===== src/rtl/cache_pkg.sv =====
`default_nettype none
// ============================================================================
// Module   : cache_pkg
// Brief    : Shared store encodings, drain/refill FSM states and size helper
//            for the L1 data-cache store buffer.
// Revision : 1.0 - initial release
// ============================================================================
package cache_pkg;

    localparam logic [2:0] ST_SB = 3'b000;
    localparam logic [2:0] ST_SH = 3'b001;
    localparam logic [2:0] ST_SW = 3'b010;
    localparam logic [2:0] ST_SD = 3'b011;

    typedef enum logic [1:0] {
        IDLE   = 2'd0,
        DRAIN  = 2'd1,
        REFILL = 2'd2
    } state_t;

    // Access width in bytes; zero marks an encoding that is not a store.
    function automatic logic [3:0] size_bytes(input logic [2:0] funct3);
        case (funct3)
            ST_SB:   return 4'd1;
            ST_SH:   return 4'd2;
            ST_SW:   return 4'd4;
            ST_SD:   return 4'd8;
            default: return 4'd0;
        endcase
    endfunction

endpackage
`default_nettype wire


===== src/rtl/cache_store_align.sv =====
`default_nettype none
// ============================================================================
// Module   : cache_store_align
// Brief    : Places a LSB-justified store into its lanes of a cache line and
//            flags stores that are not naturally aligned.
// Revision : 1.0 - initial release
// ============================================================================
module cache_store_align
    import cache_pkg::*;
#(
    parameter  int BLOCK_BYTES = 16,
    localparam int OFFSET_W    = $clog2(BLOCK_BYTES),
    localparam int BLOCK_W     = 8 * BLOCK_BYTES
) (
    input  logic [2:0]             i_funct3,
    input  logic [OFFSET_W-1:0]    i_offset,
    input  logic [63:0]            i_data,
    output logic [BLOCK_W-1:0]     o_data,
    output logic [BLOCK_BYTES-1:0] o_byte_en,
    output logic                   o_misalign
);

    logic [7:0]  w_size_mask;
    logic [63:0] w_bytes;

    always_comb begin
        w_size_mask = 8'((16'h0001 << size_bytes(i_funct3)) - 16'h0001);
        w_bytes     = '0;
        for (int k = 0; k < 8; k++) begin
            if (w_size_mask[k]) begin
                w_bytes[8*k +: 8] = i_data[8*k +: 8];
            end
        end
        o_data    = BLOCK_W'(w_bytes) << {i_offset, 3'b000};
        o_byte_en = BLOCK_BYTES'(w_size_mask) << i_offset;

        o_misalign = 1'b1;
        case (i_funct3)
            ST_SB:   o_misalign = 1'b0;
            ST_SH:   o_misalign = i_offset[0];
            ST_SW:   o_misalign = |i_offset[1:0];
            ST_SD:   o_misalign = |i_offset[2:0];
            default: o_misalign = 1'b1;
        endcase
    end

endmodule
`default_nettype wire


===== src/rtl/cache_l1_store_buffer.sv =====
`default_nettype none
// ============================================================================
// Module   : cache_l1_store_buffer
// Brief    : Aligning, line-merging store FIFO that drains into the L1 data
//            array, interleaved with full-line L2 refill writes.
// Revision : 1.0 - initial release
// ============================================================================
module cache_l1_store_buffer
    import cache_pkg::*;
#(
    parameter  int BLOCK_BYTES = 16,
    parameter  int ADDR_W      = 32,
    parameter  int DEPTH       = 4,
    localparam int OFFSET_W    = $clog2(BLOCK_BYTES),
    localparam int LINE_W      = ADDR_W - OFFSET_W,
    localparam int BLOCK_W     = 8 * BLOCK_BYTES,
    localparam int PTR_W       = $clog2(DEPTH),
    localparam int CNT_W       = PTR_W + 1
) (
    input  logic                   clk_i,
    input  logic                   rst_i,
    input  logic                   st_valid_i,
    output logic                   st_ready_o,
    input  logic [ADDR_W-1:0]      st_addr_i,
    input  logic [2:0]             st_funct3_i,
    input  logic [63:0]            st_data_i,
    output logic                   misalign_o,
    input  logic                   refill_valid_i,
    output logic                   refill_ready_o,
    input  logic [LINE_W-1:0]      refill_line_i,
    input  logic [BLOCK_W-1:0]     refill_data_i,
    output logic                   wr_valid_o,
    input  logic                   wr_ready_i,
    output logic [LINE_W-1:0]      wr_line_o,
    output logic [BLOCK_W-1:0]     wr_data_o,
    output logic [BLOCK_BYTES-1:0] wr_byte_en_o,
    output logic                   wr_refill_o,
    output logic [CNT_W-1:0]       count_o,
    output logic                   empty_o
);

    logic [DEPTH-1:0]       r_valid;
    logic [LINE_W-1:0]      r_line [DEPTH];
    logic [BLOCK_W-1:0]     r_data [DEPTH];
    logic [BLOCK_BYTES-1:0] r_be   [DEPTH];
    logic [PTR_W-1:0]       r_head;
    logic [PTR_W-1:0]       r_tail;
    logic [CNT_W-1:0]       r_count;
    state_t                 r_state;
    logic                   r_wr_valid;
    logic                   r_wr_refill;
    logic                   r_refill_ready;
    logic                   r_misalign;
    logic [LINE_W-1:0]      r_ref_line;
    logic [BLOCK_W-1:0]     r_ref_data;

    logic [BLOCK_W-1:0]     w_st_data;
    logic [BLOCK_BYTES-1:0] w_st_be;
    logic [BLOCK_W-1:0]     w_bit_mask;
    logic                   w_misal;
    logic [LINE_W-1:0]      w_st_line;
    logic [PTR_W-1:0]       w_young;
    logic                   w_merge_hit;
    logic                   w_accept;
    logic                   w_merge;
    logic                   w_alloc;
    logic                   w_pop;
    logic                   w_refill_take;

    cache_store_align #(
        .BLOCK_BYTES (BLOCK_BYTES)
    ) u_align (
        .i_funct3   (st_funct3_i),
        .i_offset   (st_addr_i[OFFSET_W-1:0]),
        .i_data     (st_data_i),
        .o_data     (w_st_data),
        .o_byte_en  (w_st_be),
        .o_misalign (w_misal)
    );

    always_comb begin
        w_bit_mask = '0;
        for (int b = 0; b < BLOCK_BYTES; b++) begin
            w_bit_mask[8*b +: 8] = {8{w_st_be[b]}};
        end
    end

    assign w_st_line = st_addr_i[ADDR_W-1:OFFSET_W];
    assign w_young   = r_tail - PTR_W'(1);
    // The head entry under an active drain is frozen so the write port stays stable.
    assign w_merge_hit = r_valid[w_young] && (r_line[w_young] == w_st_line) &&
                         !((r_state == DRAIN) && (w_young == r_head));

    assign st_ready_o    = (r_count < CNT_W'(DEPTH)) || w_merge_hit;
    assign w_accept      = st_valid_i && st_ready_o;
    assign w_merge       = w_accept && !w_misal && w_merge_hit;
    assign w_alloc       = w_accept && !w_misal && !w_merge_hit;
    assign w_pop         = (r_state == DRAIN) && wr_ready_i;
    assign w_refill_take = (r_state == IDLE) && r_refill_ready && refill_valid_i;

    // Entry payloads carry no reset; occupancy is tracked by r_valid/r_count.
    always_ff @(posedge clk_i) begin
        if (w_merge) begin
            r_data[w_young] <= (r_data[w_young] & ~w_bit_mask) | w_st_data;
            r_be[w_young]   <= r_be[w_young] | w_st_be;
        end else if (w_alloc) begin
            r_line[r_tail] <= w_st_line;
            r_data[r_tail] <= w_st_data;
            r_be[r_tail]   <= w_st_be;
        end
        if (w_refill_take) begin
            r_ref_line <= refill_line_i;
            r_ref_data <= refill_data_i;
        end
    end

    always_ff @(posedge clk_i) begin
        if (rst_i) begin
            r_valid        <= '0;
            r_head         <= '0;
            r_tail         <= '0;
            r_count        <= '0;
            r_state        <= IDLE;
            r_wr_valid     <= 1'b0;
            r_wr_refill    <= 1'b0;
            r_refill_ready <= 1'b0;
            r_misalign     <= 1'b0;
        end else begin
            r_misalign <= w_accept && w_misal;

            if (w_alloc) begin
                r_valid[r_tail] <= 1'b1;
                r_tail          <= r_tail + PTR_W'(1);
            end
            if (w_pop) begin
                r_valid[r_head] <= 1'b0;
                r_head          <= r_head + PTR_W'(1);
            end

            case ({w_alloc, w_pop})
                2'b10:   r_count <= r_count + CNT_W'(1);
                2'b01:   r_count <= r_count - CNT_W'(1);
                default: r_count <= r_count;
            endcase

            case (r_state)
                IDLE: begin
                    if (w_refill_take) begin
                        r_state        <= REFILL;
                        r_wr_valid     <= 1'b1;
                        r_wr_refill    <= 1'b1;
                        r_refill_ready <= 1'b0;
                    end else if (r_count != '0) begin
                        r_state        <= DRAIN;
                        r_wr_valid     <= 1'b1;
                        r_wr_refill    <= 1'b0;
                        r_refill_ready <= 1'b0;
                    end else begin
                        r_refill_ready <= 1'b1;
                    end
                end
                DRAIN, REFILL: begin
                    if (wr_ready_i) begin
                        r_state        <= IDLE;
                        r_wr_valid     <= 1'b0;
                        r_wr_refill    <= 1'b0;
                        r_refill_ready <= 1'b1;
                    end
                end
                default: begin
                    r_state        <= IDLE;
                    r_wr_valid     <= 1'b0;
                    r_wr_refill    <= 1'b0;
                    r_refill_ready <= 1'b0;
                end
            endcase
        end
    end

    assign wr_valid_o     = r_wr_valid;
    assign wr_refill_o    = r_wr_refill;
    assign wr_line_o      = r_wr_refill ? r_ref_line : r_line[r_head];
    assign wr_data_o      = r_wr_refill ? r_ref_data : r_data[r_head];
    assign wr_byte_en_o   = r_wr_refill ? {BLOCK_BYTES{1'b1}} : r_be[r_head];
    assign refill_ready_o = r_refill_ready;
    assign misalign_o     = r_misalign;
    assign count_o        = r_count;
    assign empty_o        = (r_count == '0);

endmodule
`default_nettype wire


===== config.mk =====
export PLATFORM = sky130hd
export DESIGN_NAME = cache_l1_store_buffer
export DESIGN_NICKNAME = d
export VERILOG_FILES = /design/src/rtl/cache_pkg.sv /design/src/rtl/cache_store_align.sv /design/src/rtl/cache_l1_store_buffer.sv
export SDC_FILE = /design/constraint.sdc
export NUM_CORES = 1
export LEC_CHECK = 0
export CORE_ASPECT_RATIO = 0.5
export CORE_MARGIN = 5
export CORE_UTILIZATION = 40
export CTS_BUF_LIST = sky130_fd_sc_hd__clkbuf_8
export DETAILED_ROUTE_END_ITERATION = 7
export MAX_ROUTING_LAYER = met4
export SLEW_MARGIN = 20
export SYNTH_ARGS = -nofsm -noshare
export SYNTH_HDL_FRONTEND = slang
export SYNTH_SLANG_ARGS = --single-unit

===== constraint.sdc =====
create_clock -name clk_i -period 18.75 [get_ports clk_i]
set_input_delay 2.8125 -clock clk_i [delete_from_list [all_inputs] [get_ports clk_i]]
set_output_delay 2.8125 -clock clk_i [all_outputs]
set_load 0.05 [all_outputs]

==> results of run 1 <==
-- how the worst min path moves through the flow --
stage / start / to / slack [ns] / depth (start not counted)
5_1_grt: r_valid[3]$_SDFF_PP0_ / r_valid[3]$_SDFF_PP0_ / 0.54 / 1
6_report: r_valid[1]$_SDFF_PP0_ / r_valid[1]$_SDFF_PP0_ / 0.50 / 1
3_5_place_dp: r_valid[1]$_SDFF_PP0_ / r_valid[1]$_SDFF_PP0_ / 0.49 / 1
3_3_place_gp: r_valid[3]$_SDFF_PP0_ / r_valid[3]$_SDFF_PP0_ / 0.49 / 1
2_1_floorplan: r_valid[3]$_SDFF_PP0_ / r_valid[3]$_SDFF_PP0_ / 0.46 / 1
4_1_cts: r_valid[3]$_SDFF_PP0_ / r_valid[3]$_SDFF_PP0_ / 0.51 / 1
-- Yosys cell counts (13+ instances only) --
cell,number,share of area
a31o_2,15,0.0031
ha_1,13,0.0039
nand2b_1,33,0.0049
mux2_2,18,0.0049
or2_2,17,0.0025
clkbuf_1,124,0.011
inv_1,38,0.0034
a22o_1,23,0.0048
nor2_1,65,0.0058
nor2b_1,21,0.0031
nand2_1,596,0.054
dfxtp_1,18,0.0086
mux2i_1,40,0.0096
o21ai_0,116,0.014
a22oi_1,43,0.0077
o21a_1,13,0.0023
xor2_1,20,0.0042
edfxtp_1,844,0.61
o22ai_1,36,0.0054
o32ai_2,16,0.0062
buf_1,45,0.0040
mux4_2,337,0.18
a21oi_1,45,0.0054
a2bb2oi_1,23,0.0048
nor3_1,31,0.0037
buf_2,21,0.0025
-- routing by layer --
metal  GRT usage  share of wire  up-vias
li1            -              -    11800
met1       0.304           0.41    14300
met2       0.356           0.48     1151
met3      0.0580          0.079      205
met4      0.0856          0.027        0
met5           -              0        -
-- final cells by class --
type	count	area, um2	share of cell area
flip-flops and latches	862	25700	0.514
multi-input cells	1674	15100	0.303
diodes	13	32.5	0.000650
inverters	43	166	0.00333
clock inverters	92	566	0.0113
repair buffers	487	4770	0.0954
well taps	1402	1750	0.0350
clock buffers	137	1890	0.0377
-- report_power, final --
group          internal (uW)  switching, uW  total (uW)
sequential              2250           32.8        2280
clock                    762            766        1530
combinational            426            851        1280
-- flip-flops by register name, summed over array words and instances, names as in the netlist, named ones only --
name / flops
r_state: 2
r_data: 512
wr_valid_o: 1
r_head: 2
refill_ready_o: 1
r_be: 64
r_ref_data: 128
r_tail: 2
r_ref_line: 28
r_valid: 4
misalign_o: 1
r_line: 112
count_o: 3
-- metrics by stage --
step	util	setup slack [ns]	power [uW]	hold slack, ns
after detailed placement	0.461	9.57	3610	0.490
final	0.485	9.48	5080	0.497
after floorplan	-	3.86	3140	0.462
after global routing	0.485	9.03	5300	0.538
after global placement	0.461	9.57	3600	0.487
after CTS	0.485	9.25	5140	0.505
-- cells by family after synthesis --
group	share of synthesized area
buffers and inverters	0.0244
adders and majority gates	0.00437
DFF	0.615
muxes	0.196
and+or+nand+nor	0.0824
AOI/OAI and AO/OA	0.0716
xor gates and xnor gates	0.00566
-- critical path, stage by stage, from the launching register on --
cell	delay, ns
dfxtp_4	0.91
inv_2	0.31
ha_4	0.98
mux4_2	0.43
xor2_1	0.23
nor4_1	0.52
nand4_1	0.23
nor4_4	0.84
nand2b_1	0.23
clkdlybuf4s50_1	0.90
==> flow_summary.json, run 1 <==
{
  "outcome": "finished clean",
  "hold_viol": 0,
  "grt_pass1_wl_um": 186000,
  "layout_common_cells": "edfxtp_1, nand2_1, clkdlybuf4s50_1",
  "power_density_nw_per_um2": 102,
  "maxSlewViolCount": 0,
  "finalCriticalPeriod_ns": 9.27,
  "firstDrtPassIters": 6,
  "hold_class": "reg -> reg",
  "cts_buffers": 132,
  "avgRoutedWirePerCell_um": 27.3,
  "postCtsSetupBuffers": 0,
  "dp.cells": 4468,
  "worstMarginPinSlew_ns": 1.26,
  "io_pins": 441,
  "ctsHoldBuffers": 0,
  "crit_required_ns": 15.94,
  "max_slew_margin": 0.150,
  "viasPerCell": 5.84,
  "cap_violations": 0,
  "ys_warn_count": 0,
  "placed_area_um2": 47600,
  "post-route-period-util": 0.494,
  "syn_nets": 3055,
  "core_area_um2": 103000,
  "syn_area_um2": 41800,
  "crit_path_end_kind": "output port",
  "final_common_cell": "edfxtp_1",
  "fin_tns_setup_ns": 0,
  "wirelength_um": 129000,
  "track_usage": 0.233,
  "fmax_ghz": 0.108,
  "ys_seq_area_frac": 0.615,
  "leakagePower_uw": 0.0164,
  "crit_type": "reg -> out",
  "syn_avg_cell_area_um2": 15.0,
  "rr_startpoint": "r_tail[0]$_SDFFE_PP0N_",
  "hpwl_um": 83200,
  "final_cells": 4710,
  "rows": 83,
  "die_y_um": 239,
  "rsz0062_at_grt": "no",
  "cp.arrival_ns": 6.46,
  "grt_pass1_vias": 27700,
  "synth-seq-cells": 862,
  "drt_iter0_drc": 2921,
  "root_buffer": "clkbuf_8",
  "reg2reg_depth": 16,
  "clk_latency_ns": 0.83,
  "fin_nets": 3474,
  "dieArea_um2": 111000,
  "dieWidth_um": 467,
  "r2r-end": "count_o[2]$_SDFFE_PP0P_",
  "place_congestion": 0.945,
  "ir_drop_uv": 78.4,
  "synth_edf_count": 844,
  "area_growth_pct": 19.8,
  "design_area_um2": 50000,
  "cts_max_path_buffers": 3,
  "critPathLaunchType": "register",
  "drtAntennaViolNets": 0,
  "synth_cells": 2781,
  "num-fill-cells": 8899,
  "cts_tree": "built",
  "crit_end": "st_ready_o",
  "initial_core_util": 0.405,
  "worst-path-max-fanout": 56,
  "cts.sinks": 862,
  "r2r_setup_slack_ns": 11.91,
  "portBuffers": 440,
  "drcViolationCount": 0,
  "ys_types": 71,
  "postCtsResizedCells": 0,
  "antenna_found_initial": 16,
  "synth-main-ff-cell": "edfxtp_1",
  "async_flop_share": 0,
  "grt_max_degree": 136,
  "clkTransAtPathRegs_ns": 0.07,
  "setup_viol": 0,
  "vias": 27500,
  "grt_overflow": 0,
  "clock_skew_ns": 0.0354,
  "crit_start": "r_tail[0]$_SDFFE_PP0N_",
  "ctsHtreeMaxLevel": 4,
  "drive_above_1_share": 0.196
}
Note: power is estimated with default switching activity, not from simulation.
==> inputs of run 2 (changes only) <==
==> constraint.sdc (replaced) <==
create_clock -name clk_i -period 9.3 [get_ports clk_i]
set_input_delay 1.395 -clock clk_i [delete_from_list [all_inputs] [get_ports clk_i]]
set_output_delay 1.395 -clock clk_i [all_outputs]
set_load 0.05 [all_outputs]
==> run 2 against run 1 <==
Net effect: die area stayed put; routed wire length is 0.21% lower; core utilization is 0.081 points higher; clock-buffer cell count is 3 higher; register-to-register slack worse by 9.0 ns; highest routed layer unchanged; total power is 100% higher.
==> flow_summary.json, run 2 (same netlist as run 1, synthesis figures left out) <==
{
  "outcome": "finished clean",
  "die_y_um": 239,
  "leakagePower_uw": 0.0165,
  "cts_tree": "built",
  "drtAntennaViolNets": 0,
  "worstMarginPinSlew_ns": 1.12,
  "antenna_found_initial": 4,
  "ctsHoldBuffers": 0,
  "dieArea_um2": 111000,
  "crit_type": "reg -> out",
  "max_slew_margin": 0.246,
  "clk_latency_ns": 0.84,
  "hpwl_um": 84700,
  "top_register": "r_data",
  "swShare": 0.325,
  "firstDrtPassIters": 6,
  "grt_pass1_wl_um": 186000,
  "setup_viol": 0,
  "core_area_um2": 103000,
  "root_buffer": "clkbuf_8",
  "fin_tns_setup_ns": 0,
  "layout_common_cells": "edfxtp_1, nand2_1, clkdlybuf4s50_1",
  "finalWorstSetupSlack_ns": 1.73,
  "rows": 83,
  "largest_register_ffs": 512,
  "largest_registers": "r_data x512, r_ref_data x128, r_line x112",
  "io_pins": 441,
  "initial_core_util": 0.405,
  "hold_viol": 0,
  "grt_max_degree": 97,
  "ir_drop_uv": 132,
  "power_uw": 10200,
  "power_density_nw_per_um2": 204,
  "fin_nets": 3480,
  "ctsHtreeMaxLevel": 4,
  "cts_buffers": 131,
  "portBuffers": 440,
  "post-route-period-util": 0.814,
  "fin_util": 0.486,
  "drive_above_1_share": 0.199,
  "cts.sinks": 862,
  "pwr-share-comb": 0.251,
  "cp.arrival_ns": 6.18,
  "grt_pass1_vias": 27400,
  "postCtsResizedCells": 0,
  "cap_violations": 0,
  "vias": 27500,
  "postCtsSetupBuffers": 0,
  "crit_required_ns": 7.91,
  "clkTransAtPathRegs_ns": 0.06,
  "track_usage": 0.232,
  "drt_iter0_drc": 3403,
  "p_int_uw": 6900,
  "avgRoutedWirePerCell_um": 27.3,
  "fmax_ghz": 0.132,
  "area_growth_pct": 20.0,
  "hold_class": "reg -> reg",
  "clock_skew_ns": 0.0424,
  "switchingPower_uw": 3320,
  "cts_max_path_buffers": 3,
  "dieWidth_um": 467,
  "grt_overflow": 0,
  "rsz0062_at_grt": "no",
  "worst-path-max-fanout": 63,
  "finalCriticalPeriod_ns": 7.57,
  "num-fill-cells": 8905,
  "wirelength_um": 128000,
  "clkPwrFrac": 0.299,
  "place_congestion": 0.978,
  "crit_path_end_kind": "output port",
  "pwr-share-seq": 0.450,
  "place_ws_ns": 2.47,
  "final_common_cell": "edfxtp_1",
  "drcViolationCount": 0,
  "maxSlewViolCount": 0,
  "critPathLaunchType": "register",
  "viasPerCell": 5.85
}
-- run 2: cell count changes in the layout (fill, tap and decap cells not counted), moves of 3 or more --
cell,previous run,this run
clkinv_1,32,24
clkbuf_8,137,140
diode_2,13,4
clkinvlp_4,6,1
buf_12,3,7
clkinv_8,0,3
-- run 2: through the flow --
step | cell area (um2) | hold WS, ns | cells
3_5_place_dp | 47700 | 0.489 | 4474
6_report | 50100 | 0.515 | 4706
4_1_cts | 50100 | 0.505 | 4701
5_1_grt | 50100 | 0.528 | 4704
3_3_place_gp | 47700 | 0.495 | 4474
2_1_floorplan | 41800 | 0.462 | 2781
-- run 2: critical path, stage by stage (launching register included) --
cell and delay [ns]:
dfxtp_4 0.67, inv_2 0.24, ha_4 0.74, buf_4 0.90, mux4_2 0.43, xnor2_1 0.18, nand4_1 0.16, nor4_4 0.87
nand2b_1 0.24, clkdlybuf4s50_1 0.89
-- run 2: cell type report --
| cell class | count | area (um2) | share of cell area |
|---|---|---|---|
| tap | 1402 | 1750 | 0.0350 |
| inverter | 43 | 166 | 0.00332 |
| sequential | 862 | 25700 | 0.513 |
| antenna | 4 | 10.0 | 0.000200 |
| timing repair buffer | 494 | 4880 | 0.0973 |
| clock buffer | 140 | 1930 | 0.0384 |
| multi-input combinational | 1674 | 15100 | 0.302 |
| clock inverter | 87 | 533 | 0.0106 |
-- run 2: power groups by stage --
stage               combinational, uW  clock (uW)  sequential (uW)
floorplan                        1640           0             4700
global placement                 2580           0             4680
detailed placement               2590           0             4690
CTS                              2600        3150             4610
global route                     2710        3310             4620
finish                           2570        3050             4600
-- run 2: metal layers --
| layer | up-vias | routed length (um) | global-route usage |
|---|---|---|---|
| met5 | - | 0 | - |
| met4 | 0 | 3740 | 0.0792 |
| met3 | 220 | 9300 | 0.0369 |
| met2 | 1254 | 62400 | 0.364 |
| met1 | 14300 | 52900 | 0.311 |
| li1 | 11800 | - | - |
-- run 2: final timing paths --
| check | cells after the start | slack (ns) | to | from |
|---|---|---|---|---|
| max | 9 | 1.73 | st_ready_o | r_tail[0]$_SDFFE_PP0N_ |
| min | 1 | 0.52 | r_valid[0]$_SDFF_PP0_ | r_valid[0]$_SDFF_PP0_ |
| max reg2reg | 16 | 2.92 | count_o[2]$_SDFFE_PP0P_ | r_tail[0]$_SDFFE_PP0N_ |
| min reg2reg | 1 | 0.52 | r_valid[0]$_SDFF_PP0_ | r_valid[0]$_SDFF_PP0_ |
==> RTL change: new RTL, config.mk and constraints of run 1 <==
Change the parameter `ADDR_W` from 32 to 64.
--- a/src/rtl/cache_l1_store_buffer.sv
+++ b/src/rtl/cache_l1_store_buffer.sv
@@ -9,7 +9,7 @@
     import cache_pkg::*;
 #(
     parameter  int BLOCK_BYTES = 16,
-    parameter  int ADDR_W      = 32,
+    parameter  int ADDR_W      = 64,
     parameter  int DEPTH       = 4,
     localparam int OFFSET_W    = $clog2(BLOCK_BYTES),
     localparam int LINE_W      = ADDR_W - OFFSET_W,
Ports: changed (resized refill_line_i, st_addr_i and wr_line_o); port bits go from 441 to 537. The function was not compared with the original's and may differ.
==> RTL change against run 1 <==
Final area is 18% higher; count of clock-buffer cells in the layout is 20 higher; cell count is 17% higher; routed wire length is 18% higher; worst setup slack worse by 0.0057 ns; register-to-register slack worse by 0.88 ns; area after synthesis is 18% higher; power is 20% higher; via count is 15% higher; die area is 18% higher; sequential cell count is 160 higher.
==> RTL change: results (changes against run 1) <==
| Metric | Value |
|---|---|
| Status | completed (unchanged) |
| Non-CTS inverters | 58 (was 43) |
| Switching share of power | 0.338 (was 0.325) |
| Via density | 5.76 (was 5.84) |
| Commonest cells post-synth | edfxtp_1, nand2_1, mux4_2 (unchanged) |
| Clock buf/inv share | 0.0463 (was 0.0490) |
| Synthesized Nets | 3576 (was 3055) |
| Max VDD drop | 55.7 uV (was 78.4 uV) |
| Sw Pwr | 0.00207 W (was 0.00165 W) |
| Critical path peak fanout | 40 (was 56) |
| Register area | 0.0305 mm2 (was 0.0257 mm2) |
| Setup Skew | 0.0407 ns (was 0.0354 ns) |
| First-pass GRT wire length | 221000 um (was 186000 um) |
| Synth cell types | 70 (was 71) |
| Leak Pwr | 19.3 nW (was 16.4 nW) |
| Fillers | 10600 (was 8899) |
| WL per Instance | 27.5 um (was 27.3 um) |
| Iter 0 DRT Violations | 3141 (was 2921) |
| Ant diodes | 6 (was 13) |
| Clock buffer count from CTS | 154 (was 132) |
| Regs by FF count | r_data (512), r_line (240), r_ref_data (128) (was r_data (512), r_ref_data (128), r_line (112)) |
| Non-clock buffer count | 589 (was 487) |
| Post-synth EDFFs | 1004 (was 844) |
| # clk buffers | 157 (was 137) |
| Clock Power Share | 0.279 (was 0.301) |
| IO Port Bufs | 536 (was 440) |
| Multi-input combinational area share | 0.300 (was 0.303) |
| Comb pwr share | 0.283 (was 0.251) |
| Slowest stage delay, CP | 0.86 ns (was 0.98 ns) |
| Mux cell area share after synthesis | 0.204 (was 0.196) |
| Post-DP HPWL | 98500 um (was 83200 um) |
| Maximum number of pins on one net before global-route repair | 151 (was 136) |
| Top Family by Delay on Critical Path | buffers and inverters (was simple AND/OR/NAND/NOR gates) |
| Total Routing Usage GR | 0.234 (was 0.233) |
| Final net count | 4097 (was 3474) |
| Leading post-synthesis cells by cell area | edfxtp_1, mux4_2, nand2_1 (unchanged) |
| Number of global-route vias before repair | 32300 (was 27700) |
| Clock Latency Late Sink | 0.87 ns (was 0.83 ns) |
| R2R setup slack | 11.03 ns (was 11.91 ns) |
| GP Congestion | 0.916 (was 0.945) |
| Slowest CP cell | clkdlybuf4s50_1 (was ha_4) |
| Post-synthesis adder-cell area fraction | 0.00370 (was 0.00437) |
| Register area share after synthesis | 0.618 (was 0.615) |
| Multi-In Gates | 1934 (was 1674) |
| Rel. slew slack | 0.231 (was 0.150) |
| Layout cells sized above 1 | 0.192 (was 0.196) |
| FF+latch count | 1022 (was 862) |
| Xor and xnor area share after synthesis | 0.00727 (was 0.00566) |
| Antenna violations before repair | 17 (was 16) |
| Compound-gate portion of the synthesized area | 0.0619 (was 0.0716) |
## RTL change: path summary, 6_finish.rpt
check | from | to | cells past startpoint
hold / removal | r_valid[2] | r_valid[2] | 1
setup / recovery | r_tail[0] | st_ready_o | 11
setup reg to reg | r_tail[0] | r_data[3][80] | 14
hold reg to reg | r_valid[2] | r_valid[2] | 1
## RTL change: routing by layer
metal  global-route usage  wire length [um]
met2                0.387             76400
met4               0.0680              3840
met1                0.302             61300
met5                    -                 0
met3               0.0361              9960
## RTL change: metrics by stage
| stage | setup slack, ns | instance area [um2] | hold WS [ns] | cells | util |
|---|---|---|---|---|---|
| global route | 9.19 | 59100 | 0.526 | 5510 | 0.480 |
| CTS | 9.38 | 59000 | 0.493 | 5503 | 0.480 |
| detailed placement | 9.83 | 56300 | 0.478 | 5229 | 0.458 |
| floorplan | 6.42 | 49400 | 0.458 | 3238 | - |
| finish | 9.47 | 59100 | 0.493 | 5510 | 0.480 |
| global placement | 9.82 | 56300 | 0.475 | 5229 | 0.458 |
